--- config.mk ---
export PLATFORM = sky130hd
export DESIGN_NAME = mouse_cursor_ctrl_flat
export DESIGN_NICKNAME = d
export VERILOG_FILES = /design/src/rtl/mouse_cursor_if.sv /design/src/rtl/mouse_cursor_ctrl.sv /design/src/flat_wrapper.sv
export SDC_FILE = /design/constraint.sdc
export NUM_CORES = 1
export LEC_CHECK = 0
export CORE_ASPECT_RATIO = 0.9
export CORE_MARGIN = 2
export CORE_UTILIZATION = 30
export CTS_CLUSTER_DIAMETER = 200
export DETAILED_ROUTE_END_ITERATION = 12
export DONT_BUFFER_PORTS = 1
export PLACE_DENSITY = 0.45
export SETUP_SLACK_MARGIN = 0.4
export SLEW_MARGIN = 20
export SYNTH_ARGS = -nofsm -noshare
export SYNTH_HDL_FRONTEND = slang
export SYNTH_SLANG_ARGS = --single-unit
--- constraint.sdc ---
create_clock -name clk -period 2.85 [get_ports clk]
set_input_delay 0.855 -clock clk [delete_from_list [all_inputs] [get_ports clk]]
set_output_delay 0.855 -clock clk [all_outputs]
set_load 0.02 [all_outputs]
--- src/rtl/mouse_cursor_if.sv ---
// Handshake bundle between the mouse packet source / cursor consumer and mouse_cursor_ctrl.
// The slave modport is the controller's view; the master modport is the surrounding logic.
interface mouse_cursor_if;
  logic        pkt_valid;
  logic [8:0]  pkt_dx;
  logic [8:0]  pkt_dy;
  logic [2:0]  pkt_buttons;
  logic        upd_ready;
  logic        upd_valid;
  logic [10:0] cursor_x;
  logic [10:0] cursor_y;
  logic [2:0]  buttons;
  logic [2:0]  click;
  logic [7:0]  drop_cnt;
  logic [4:0]  fifo_level;

  modport master (
    output pkt_valid, pkt_dx, pkt_dy, pkt_buttons, upd_ready,
    input  upd_valid, cursor_x, cursor_y, buttons, click, drop_cnt, fifo_level
  );

  modport slave (
    input  pkt_valid, pkt_dx, pkt_dy, pkt_buttons, upd_ready,
    output upd_valid, cursor_x, cursor_y, buttons, click, drop_cnt, fifo_level
  );
endinterface

--- src/rtl/mouse_cursor_ctrl.sv ---
// Queues relative mouse packets and turns them into a clamped absolute cursor position,
// presented one update at a time over a valid/ready handshake.
module mouse_cursor_ctrl #(
  parameter int SCR_W      = 1024,
  parameter int SCR_H      = 768,
  parameter int INIT_X     = 512,
  parameter int INIT_Y     = 384,
  parameter int FIFO_DEPTH = 4,
  parameter int INVERT_Y   = 1
) (
  input  logic           clk,
  input  logic           rst,
  mouse_cursor_if.slave  bus
);

  localparam int AW = $clog2(FIFO_DEPTH);
  localparam logic [4:0]         LVL_FULL = 5'(FIFO_DEPTH);
  localparam logic signed [12:0] X_MAX    = 13'(SCR_W - 1);
  localparam logic signed [12:0] Y_MAX    = 13'(SCR_H - 1);

  localparam logic [1:0] ST_IDLE    = 2'd0;
  localparam logic [1:0] ST_LOAD    = 2'd1;
  localparam logic [1:0] ST_PRESENT = 2'd2;

  logic [20:0]   mem_q [FIFO_DEPTH];
  logic [AW-1:0] wr_ptr_q, wr_ptr_d, rd_ptr_q, rd_ptr_d;
  logic [4:0]    level_q, level_d;
  logic [7:0]    drop_cnt_q, drop_cnt_d;
  logic [1:0]    state_q, state_d;
  logic [8:0]    hold_dx_q, hold_dx_d, hold_dy_q, hold_dy_d;
  logic [2:0]    hold_btn_q, hold_btn_d;
  logic [10:0]   cursor_x_q, cursor_x_d, cursor_y_q, cursor_y_d;
  logic [2:0]    buttons_q, buttons_d, click_q, click_d;
  logic          push, drop, pop;
  logic signed [12:0] dx_ext, dy_ext, nx, ny;
  logic [10:0]   x_clamped, y_clamped;

  // Full test uses the registered level, so a same-cycle pop never makes room for a push.
  assign push = bus.pkt_valid && (level_q != LVL_FULL);
  assign drop = bus.pkt_valid && (level_q == LVL_FULL);
  assign pop  = (state_q == ST_IDLE) && (level_q != 5'd0);

  // NOTE: the packet storage has no reset; occupancy is tracked by level_q, so stale
  // entries are never read and leaving the array unreset keeps it a plain RAM.
  always_ff @(posedge clk) begin
    if (push) mem_q[wr_ptr_q] <= {bus.pkt_dx, bus.pkt_dy, bus.pkt_buttons};
  end

  always_comb begin
    dx_ext = $signed({{4{hold_dx_q[8]}}, hold_dx_q});
    dy_ext = $signed({{4{hold_dy_q[8]}}, hold_dy_q});
    nx     = $signed({2'b00, cursor_x_q}) + dx_ext;
    if (INVERT_Y != 0) ny = $signed({2'b00, cursor_y_q}) - dy_ext;
    else               ny = $signed({2'b00, cursor_y_q}) + dy_ext;

    if (nx < 13'sd0)       x_clamped = 11'd0;
    else if (nx > X_MAX)   x_clamped = X_MAX[10:0];
    else                   x_clamped = nx[10:0];

    if (ny < 13'sd0)       y_clamped = 11'd0;
    else if (ny > Y_MAX)   y_clamped = Y_MAX[10:0];
    else                   y_clamped = ny[10:0];
  end

  // NOTE: every signal assigned here gets its hold value first, so no path infers a latch.
  always_comb begin
    wr_ptr_d   = wr_ptr_q;
    rd_ptr_d   = rd_ptr_q;
    level_d    = level_q;
    drop_cnt_d = drop_cnt_q;
    state_d    = state_q;
    hold_dx_d  = hold_dx_q;
    hold_dy_d  = hold_dy_q;
    hold_btn_d = hold_btn_q;
    cursor_x_d = cursor_x_q;
    cursor_y_d = cursor_y_q;
    buttons_d  = buttons_q;
    click_d    = click_q;

    if (push) wr_ptr_d = wr_ptr_q + AW'(1);
    if (pop)  rd_ptr_d = rd_ptr_q + AW'(1);
    if (push && !pop)      level_d = level_q + 5'd1;
    else if (!push && pop) level_d = level_q - 5'd1;
    if (drop && drop_cnt_q != 8'hFF) drop_cnt_d = drop_cnt_q + 8'd1;

    case (state_q)
      ST_IDLE: begin
        if (pop) begin
          {hold_dx_d, hold_dy_d, hold_btn_d} = mem_q[rd_ptr_q];
          state_d = ST_LOAD;
        end
      end
      ST_LOAD: begin
        cursor_x_d = x_clamped;
        cursor_y_d = y_clamped;
        click_d    = hold_btn_q & ~buttons_q;
        buttons_d  = hold_btn_q;
        state_d    = ST_PRESENT;
      end
      ST_PRESENT: begin
        if (bus.upd_ready) begin
          click_d = 3'b000;
          state_d = ST_IDLE;
        end
      end
      default: state_d = ST_IDLE;
    endcase
  end

  always_ff @(posedge clk or posedge rst) begin
    if (rst) begin
      wr_ptr_q   <= '0;
      rd_ptr_q   <= '0;
      level_q    <= '0;
      drop_cnt_q <= '0;
      state_q    <= ST_IDLE;
      hold_dx_q  <= '0;
      hold_dy_q  <= '0;
      hold_btn_q <= '0;
      cursor_x_q <= 11'(INIT_X);
      cursor_y_q <= 11'(INIT_Y);
      buttons_q  <= '0;
      click_q    <= '0;
    end else begin
      wr_ptr_q   <= wr_ptr_d;
      rd_ptr_q   <= rd_ptr_d;
      level_q    <= level_d;
      drop_cnt_q <= drop_cnt_d;
      state_q    <= state_d;
      hold_dx_q  <= hold_dx_d;
      hold_dy_q  <= hold_dy_d;
      hold_btn_q <= hold_btn_d;
      cursor_x_q <= cursor_x_d;
      cursor_y_q <= cursor_y_d;
      buttons_q  <= buttons_d;
      click_q    <= click_d;
    end
  end

  assign bus.upd_valid  = (state_q == ST_PRESENT);
  assign bus.cursor_x   = cursor_x_q;
  assign bus.cursor_y   = cursor_y_q;
  assign bus.buttons    = buttons_q;
  assign bus.click      = click_q;
  assign bus.drop_cnt   = drop_cnt_q;
  assign bus.fifo_level = level_q;

endmodule

--- src/flat_wrapper.sv ---
// flat-port wrapper written by rule: the top's interface ports become plain ports
module mouse_cursor_ctrl_flat 
#(
  parameter int SCR_W      = 1024,
  parameter int SCR_H      = 768,
  parameter int INIT_X     = 512,
  parameter int INIT_Y     = 384,
  parameter int FIFO_DEPTH = 4,
  parameter int INVERT_Y   = 1
)
  (clk, rst, bus_pkt_valid, bus_pkt_dx, bus_pkt_dy, bus_pkt_buttons, bus_upd_ready, bus_upd_valid, bus_cursor_x, bus_cursor_y, bus_buttons, bus_click, bus_drop_cnt, bus_fifo_level);
  mouse_cursor_if bus_i ();
  input  logic clk;
  input  logic rst;
  input wire logic [$bits(bus_i.pkt_valid)-1:0] bus_pkt_valid;
  input wire logic [$bits(bus_i.pkt_dx)-1:0] bus_pkt_dx;
  input wire logic [$bits(bus_i.pkt_dy)-1:0] bus_pkt_dy;
  input wire logic [$bits(bus_i.pkt_buttons)-1:0] bus_pkt_buttons;
  input wire logic [$bits(bus_i.upd_ready)-1:0] bus_upd_ready;
  output wire logic [$bits(bus_i.upd_valid)-1:0] bus_upd_valid;
  output wire logic [$bits(bus_i.cursor_x)-1:0] bus_cursor_x;
  output wire logic [$bits(bus_i.cursor_y)-1:0] bus_cursor_y;
  output wire logic [$bits(bus_i.buttons)-1:0] bus_buttons;
  output wire logic [$bits(bus_i.click)-1:0] bus_click;
  output wire logic [$bits(bus_i.drop_cnt)-1:0] bus_drop_cnt;
  output wire logic [$bits(bus_i.fifo_level)-1:0] bus_fifo_level;
  assign bus_i.pkt_valid = bus_pkt_valid;
  assign bus_i.pkt_dx = bus_pkt_dx;
  assign bus_i.pkt_dy = bus_pkt_dy;
  assign bus_i.pkt_buttons = bus_pkt_buttons;
  assign bus_i.upd_ready = bus_upd_ready;
  assign bus_upd_valid = bus_i.upd_valid;
  assign bus_cursor_x = bus_i.cursor_x;
  assign bus_cursor_y = bus_i.cursor_y;
  assign bus_buttons = bus_i.buttons;
  assign bus_click = bus_i.click;
  assign bus_drop_cnt = bus_i.drop_cnt;
  assign bus_fifo_level = bus_i.fifo_level;
  mouse_cursor_ctrl #(.SCR_W(SCR_W), .SCR_H(SCR_H), .INIT_X(INIT_X), .INIT_Y(INIT_Y), .FIFO_DEPTH(FIFO_DEPTH), .INVERT_Y(INVERT_Y)) u_core (.clk(clk), .rst(rst), .bus(bus_i));
endmodule
==> results of run 1 <==
[routing by layer]
metal  vias to the layer above  track usage (%)  wire length [µm]
met1                      2139             17.6              7220
li1                       1969                -                 -
met4                         0             3.65               217
met2                        74             20.9              7490
met3                        16             4.96              1060
met5                         -                0                 0
[worst max-delay path by stage]
stage	start	to	slack (ns)
detailed placement	u_core.bus.cursor_x[0]	u_core.bus.cursor_x[7]	0.13
global placement	u_core.bus.cursor_y[0]	u_core.bus.cursor_y[6]	0.16
global route	u_core.bus.cursor_y[0]	u_core.bus.cursor_y[5]	0.22
floorplan	u_core.bus.fifo_level[4]	u_core.bus.fifo_level[4]	0.15
CTS	u_core.bus.cursor_y[0]	u_core.bus.cursor_y[6]	0.26
finish	u_core.bus.cursor_y[0]	u_core.bus.cursor_y[6]	0.33
[placed cells by master, fill, tap and decap left out, types with 7 or more instances in the layout]
cell       count
nand2_1       30
clkinv_8       7
dfrtp_1       56
xnor2_1       24
mux4_2        21
edfxtp_1      84
buf_4         36
clkbuf_16     17
a21oi_1       14
o221a_2        9
mux2_2        23
ha_4           8
nor2_1        18
ha_1          20
dfrtp_2        9
xor2_1         7
inv_1         24
o21ai_0       11
[per-stage QoR]
| step | utilization [%] | hold WS (ns) | instance area (µm²) | worst slack [ns] |
|---|---|---|---|---|
| floorplan | - | 0.447 | 7260 | 0.154 |
| global placement | 32.9 | 0.468 | 7720 | 0.157 |
| detailed placement | 32.9 | 0.493 | 7720 | 0.126 |
| CTS | 36.6 | 0.405 | 8580 | 0.255 |
| global route | 37.4 | 0.434 | 8790 | 0.216 |
| finish | 37.4 | 0.403 | 8790 | 0.331 |
[worst reg2reg max path, delay by kind of cell (launching register included)]
kind,cells,cell delay [ns]
compound gates,5,1.10
fa+ha+maj,2,0.50
flops,1,0.45
simple gates,2,0.29
buf+inv,1,0.06
[sequential cells by signal, indices dropped and copies added, names as in the netlist]
signal	flops
u_core.bus.buttons	3
u_core.bus.click	3
u_core.bus.cursor_x	11
u_core.bus.cursor_y	11
u_core.bus.drop_cnt	8
u_core.bus.fifo_level	5
u_core.hold_btn_q	3
u_core.hold_dx_q	9
u_core.hold_dy_q	9
u_core.mem_q	84
u_core.rd_ptr_q	2
u_core.state_q	2
u_core.wr_ptr_q	2
[what timing repair did]
item,in CTS,in global routing
gates resized for setup,20,30
cloned,1,0
setup buffers,15,6
endpoints found under the setup margin,20,21
pin swaps,23,37
[cell families after synthesis]
| logic type | share of synthesized area (%) |
|---|---|
| adders and majority gates | 6.57 |
| muxes | 10.2 |
| buffers and inverters | 2.28 |
| xor gates and xnor gates | 3.89 |
| DFF | 58.7 |
| and+or+nand+nor | 6.55 |
| AOI/OAI and AO/OA | 11.8 |
[area by class of cell]
class / instances / area [µm²]
Sequential cell: 152 / 4240
Timing Repair Buffer: 39 / 322
Clock buffer: 17 / 425
Fill cell: 2244 / 14700
Inverter: 28 / 115
Tap cell: 302 / 378
Multi-Input combinational cell: 302 / 3100
Clock inverter: 15 / 214
==> impl_table.tex, run 1 <==
\begin{tabular}{lr}
\hline
Metric & Value \\
\hline
\multicolumn{2}{l}{\textbf{Global route}} \\
Maximum number of pins on one net before global-route repair & 43 \\
Number of antenna violations at the first check in global routing & 0 \\
GRT Util Overall & about an eighth \\
Overflow left after global routing & 0 \\
Via count of the first global-routing pass & approximately 4.4k \\
Global-route wire length before repair & 25.4 mm \\
\multicolumn{2}{l}{\textbf{Detailed routing}} \\
Number of nets still failing antenna checks after routing & 0 \\
Number of detailed-routing iterations run before antenna repair & 8 \\
DRC violation count after routing & 3 \\
Detailed router's first-iteration violation count & about 220 \\
Via density per instance & 4.91 \\
WL final & around 16 mm \\
Via count & approximately 4.2k \\
Average wire per cell in the routed design & 18.7 µm \\
\multicolumn{2}{l}{\textbf{STA}} \\
Final setup vio count & 0 \\
Unrepaired setup endpoints after global routing & yes \\
Setup\_tns & 0 ns \\
Min cycle time layout & between 2 and 3 ns \\
Maximum clock rate & 397 MHz \\
Final Slew Violations & 0 \\
Hold violation count in the final report & 0 \\
Max-slew headroom at the worst pin & between 50\% and 60\% \\
Least-Margin Pin Slew & approximately 0.69 ns \\
Post-route fraction of the period consumed by the critical path & between 80\% and 90\% \\
Largest clock skew in the final design & 0.0123 ns \\
\multicolumn{2}{l}{\textbf{Critical path}} \\
Capturing element type of the critical path & flip-flop \\
Depth of the worst register-to-register path & 10 \\
Maximum single-stage delay on the critical path & roughly 0.45 ns \\
Count of buffering cells on the critical path with inverters included & 1 \\
Total number of cells along the worst setup path & 10 \\
Largest delay share family, worst path & compound AO/OA/AOI/OAI gates \\
Cell with the largest stage delay on the worst path & dfrtp\_2 \\
Cells traversed along the worst timing path & inv\_2 > ha\_4 > fa\_2 > nand2b\_4 > a21oi\_4 > a221oi\_4 > a211o\_1 > a32oi\_4 > nand3\_4 > o221a\_1 \\
Data required time at the worst endpoint & 3.15 ns \\
FF-to-FF setup slack & roughly 0.33 ns \\
Endpoint of the worst-slack reg-to-reg timing path & u\_core.bus.cursor\_y[6] \\
Data arrival, critical path & about 2.8 ns \\
Worst setup SP type & flip-flop \\
Startpoint-to-endpoint class of the critical path & reg2reg \\
Largest fanout of any net on the critical path & 6 \\
Reg-to-reg critical path startpoint & u\_core.bus.cursor\_y[0] \\
\multicolumn{2}{l}{\textbf{Placed design}} \\
Detailed placer's ending HPWL & approximately 11 mm \\
Cell total after placement & between 800 and 900 \\
Number of input and output port buffers inserted & 0 \\
Routability cong. & approximately 0.85 \\
\multicolumn{2}{l}{\textbf{Clocking}} \\
Clock edge transition at the registers on the reported setup and hold paths & approximately 0.07 ns \\
Sinks on the clock net & 152 \\
Hold\_buf cts & 0 \\
Clock latency reported for the late side of the worst-skew pair & 0.43 ns \\
CTS Buffer Depth & 2 \\
Count of H-tree levels built during CTS & 4 \\
Total clock buffers created by CTS & 17 \\
Clock root buffer master & clkbuf\_16 \\
Clock tree from TritonCTS & done \\
\multicolumn{2}{l}{\textbf{Synthesis}} \\
Synth warn & 0 \\
Seq cells post-synth & around 150 \\
Count of different cell masters after synthesis & between 60 and 70 \\
Number of nets produced by synthesis & 556 \\
Synthesized cell area & between 7000 and 8000 µm² \\
Number of flops mapped to enable cells by yosys & 84 \\
Top-count cell post-synth & edfxtp\_1 \\
Share of the yosys chip area belonging to registers & about three fifths \\
Post-synthesis instance total & approximately 500 \\
Cell type with the largest total area after synthesis & edfxtp\_1 \\
Top post-synthesis cells by area & edfxtp\_1, dfrtp\_1, mux4\_2 \\
Top post-synthesis cells by count & edfxtp\_1, dfrtp\_1, ha\_1, nand2\_1, inv\_1 \\
Syn avg cell area & around 15 µm² \\
Synth Flop Type & edfxtp\_1 \\
Top cell type's share of synthesized area & 35.0\% \\
FFs w/ async S/R, synth & roughly 45\% \\
\multicolumn{2}{l}{\textbf{Finish}} \\
Non-filler instance count after layout & $\sim$860 \\
Share of layout cells above drive strength 1 & 35.4\% \\
Growth of design area from synthesis to finish & 22.1\% \\
Final nets & $\sim$600 \\
Antenna cells & 0 \\
\multicolumn{2}{l}{\textbf{Outcome}} \\
Outcome & finished, violations left \\
Violations in the final reports & design-rule violations \\
\multicolumn{2}{l}{\textbf{Run}} \\
Max-cap viol count & 0 \\
\multicolumn{2}{l}{\textbf{Floorplanning}} \\
Placeable core region & around 23000 µm² \\
Die outline width & around 170 µm \\
Std-Cell Rows & 53 \\
Overall die height & about 150 µm \\
Die Outline Area & 25300 µm² \\
Effective utilization at floorplan & a little under a third \\
Num ports & 67 \\
\multicolumn{2}{l}{\textbf{Worst hold path}} \\
Hold Crit Class & in2async \\
\hline
\end{tabular}
Power of run 1 is left out: the tool's default activity adds up to more than one toggle a clock period on the data nets, which glitch-free logic cannot reach.
==> run 2, diff against run 1 <==
--- a/config.mk
+++ b/config.mk
@@ -6,12 +6,11 @@
 export NUM_CORES = 1
 export LEC_CHECK = 0
 export CORE_ASPECT_RATIO = 0.9
-export CORE_MARGIN = 2
-export CORE_UTILIZATION = 30
+export CORE_UTILIZATION = 57
 export CTS_CLUSTER_DIAMETER = 200
 export DETAILED_ROUTE_END_ITERATION = 12
 export DONT_BUFFER_PORTS = 1
-export PLACE_DENSITY = 0.45
+export PLACE_DENSITY = 0.75
 export SETUP_SLACK_MARGIN = 0.4
 export SLEW_MARGIN = 20
 export SYNTH_ARGS = -nofsm -noshare
==> run 2 against run 1 <==
Net effect:
- the run now ends clean
- flip-flop and latch count unchanged
- cell area down 2.8%
- core utilization up 33 points
- via count up 2.0%
- critical endpoint is now u_core.bus.cursor_y[0]
- highest routed layer unchanged
==> impl_table.tex, run 2 (synthesis results as in run 1) <==
\begin{tabular}{lr}
\hline
Metric & Value \\
\hline
\multicolumn{2}{l}{\textbf{STA}} \\
Hold violation count in the final report & 0 \\
Post-route fraction of the period consumed by the critical path & 88.8\% \\
Max-slew headroom at the worst pin & a little over two thirds \\
Setup\_tns & 0 ns \\
Largest clock skew in the final design & 0.00822 ns \\
Final setup vio count & 0 \\
Min cycle time layout & roughly 2.5 ns \\
Unrepaired setup endpoints after global routing & yes \\
Maximum clock rate & 395 MHz \\
Final Slew Violations & 0 \\
Least-Margin Pin Slew & around 0.45 ns \\
\multicolumn{2}{l}{\textbf{Finish}} \\
Most frequent standard cell in the layout excluding fill and tap cells & edfxtp\_1 \\
Flip-flop count of the largest register, all copies and words added & 84 \\
Share of layout cells above drive strength 1 & 35.0\% \\
Final nets & around 600 \\
Register ranked first by flip-flop count & u\_core.mem\_q \\
Growth of design area from synthesis to finish & 18.6\% \\
Commonest non-fill, non-tap cells in the layout & edfxtp\_1, dfrtp\_1, buf\_4 \\
Antenna cells & 0 \\
Count of filler cells inserted in the layout & 786 \\
\multicolumn{2}{l}{\textbf{Floorplanning}} \\
Num ports & 67 \\
Die Outline Area & between 10000 and 15000 µm² \\
Die outline width & about 120 µm \\
Overall die height & 109 µm \\
Placeable core region & 12200 µm² \\
Std-Cell Rows & 38 \\
Effective utilization at floorplan & 59.2\% \\
\multicolumn{2}{l}{\textbf{Clocking}} \\
CTS Buffer Depth & 2 \\
Count of H-tree levels built during CTS & 4 \\
Sinks on the clock net & between 150 and 200 \\
Clock latency reported for the late side of the worst-skew pair & $\sim$0.42 ns \\
Total clock buffers created by CTS & 17 \\
Clock root buffer master & clkbuf\_16 \\
Hold\_buf cts & 0 \\
Clock tree from TritonCTS & done \\
Clock edge transition at the registers on the reported setup and hold paths & around 0.06 ns \\
\multicolumn{2}{l}{\textbf{Detailed routing}} \\
WL final & between 10 and 15 mm \\
Via density per instance & about 6 \\
Average wire per cell in the routed design & 20.7 µm \\
Number of detailed-routing iterations run before antenna repair & 4 \\
DRC violation count after routing & 0 \\
Via count & between 4k and 5k \\
Number of nets still failing antenna checks after routing & 0 \\
Detailed router's first-iteration violation count & between 300 and 400 \\
\multicolumn{2}{l}{\textbf{Run}} \\
Max-cap viol count & 0 \\
\multicolumn{2}{l}{\textbf{Critical path}} \\
Data required time at the worst endpoint & $\sim$3.1 ns \\
Largest fanout of any net on the critical path & 4 \\
Count of buffering cells on the critical path with inverters included & 3 \\
Data arrival, critical path & 2.81 ns \\
Capturing element type of the critical path & flip-flop \\
Startpoint-to-endpoint class of the critical path & reg2reg \\
FF-to-FF setup slack & 0.32 ns \\
Cell with the largest stage delay on the worst path & dfrtp\_2 \\
Reg-to-reg critical path startpoint & u\_core.bus.cursor\_y[0] \\
Worst setup path startpoint & u\_core.bus.cursor\_y[0] \\
Cells traversed along the worst timing path & inv\_2 > ha\_4 > fa\_2 > nand2b\_4 > a21oi\_4 > a221oi\_4 > a211o\_1 > a32oi\_4 > buf\_4 > buf\_6 > a41oi\_1 \\
Worst setup SP type & flip-flop \\
Largest delay share family, worst path & compound AO/OA/AOI/OAI gates \\
Maximum single-stage delay on the critical path & around 0.44 ns \\
\multicolumn{2}{l}{\textbf{Global route}} \\
Global-route wire length before repair & 23.6 mm \\
Via count of the first global-routing pass & roughly 4.5k \\
Maximum number of pins on one net before global-route repair & 69 \\
Overflow left after global routing & 0 \\
Number of antenna violations at the first check in global routing & 0 \\
GRT Util Overall & around a quarter \\
\multicolumn{2}{l}{\textbf{Placed design}} \\
Number of input and output port buffers inserted & 0 \\
Detailed placer's ending HPWL & slightly above 9 mm \\
Routability cong. & 0.880 \\
\multicolumn{2}{l}{\textbf{Worst hold path}} \\
Hold Crit Class & in2async \\
\multicolumn{2}{l}{\textbf{Outcome}} \\
Outcome & complete, no violations \\
\hline
\end{tabular}
-- run 2: cell types whose count changed in the layout (fill, tap and decap cells not counted), sizes merged --
| cell | change |
|---|---|
| buf | -2 |
| bufinv | +4 |
| clkinv | -7 |
| clkinvlp | +2 |
| inv | +1 |
-- run 2: through the flow --
step           hold WS (ns)  cell area [µm²]  std cells  utilization [%]  setup slack, ns
6_report              0.405             8540        711             70.2            0.320
5_1_grt               0.423             8540        711             70.2            0.238
4_1_cts               0.405             8440        704             69.3            0.351
3_5_place_dp          0.467             7520        657             61.8           0.0890
3_3_place_gp          0.469             7520        657             61.8            0.167
2_1_floorplan         0.447             7260        495                -            0.154
-- run 2: path summary, 6_finish.rpt --
| check | endpoint | depth (start not counted) |
|---|---|---|
| hold / removal | u_core.bus.cursor_y[6] | 2 |
| setup / recovery | u_core.bus.cursor_y[0] | 11 |
| min in group clk | u_core.bus.buttons[2] | 2 |
| hold reg to reg | u_core.bus.buttons[2] | 2 |
| max in group asynchronous | u_core.bus.cursor_y[8] | 2 |
| setup reg to reg | u_core.bus.cursor_y[0] | 11 |
-- run 2: what timing repair did --
item / in CTS / in global routing
endpoints found under the setup margin: 20 / 21
gates resized for setup: 34 / 12
buffers inserted: 14 / 7
pin swaps: 31 / 20
cloned: 1 / 0
-- run 2: layout make-up --
cell class	instances	area, µm²	share of cell area [%]
inverter	28	114	1.33
clock buffer	17	425	4.98
timing repair buffer	37	294	3.44
clock inverter	15	214	2.51
multi-input combinational	302	3050	35.7
sequential	152	4240	49.7
tap	160	200	2.34
-- run 2: per-layer routing --
metal	vias up	GRT usage (%)	wire [µm]
met5	-	0	0
met4	0	10.1	254
met3	25	8.47	1020
met2	128	38.2	6990
met1	2168	32.6	6470
li1	1963	-	-
Power of run 2 is left out for the same reason.
==> run 3, diff against run 2 <==
--- a/config.mk
+++ b/config.mk
@@ -8,6 +8,7 @@
 export CORE_ASPECT_RATIO = 0.9
 export CORE_UTILIZATION = 57
 export CTS_CLUSTER_DIAMETER = 200
+export CTS_CLUSTER_SIZE = 16
 export DETAILED_ROUTE_END_ITERATION = 12
 export DONT_BUFFER_PORTS = 1
 export PLACE_DENSITY = 0.75
==> results of run 3 <==
Final layout, timing and power as in run 2 (identical DEF).
Power of run 3 is left out for the same reason.
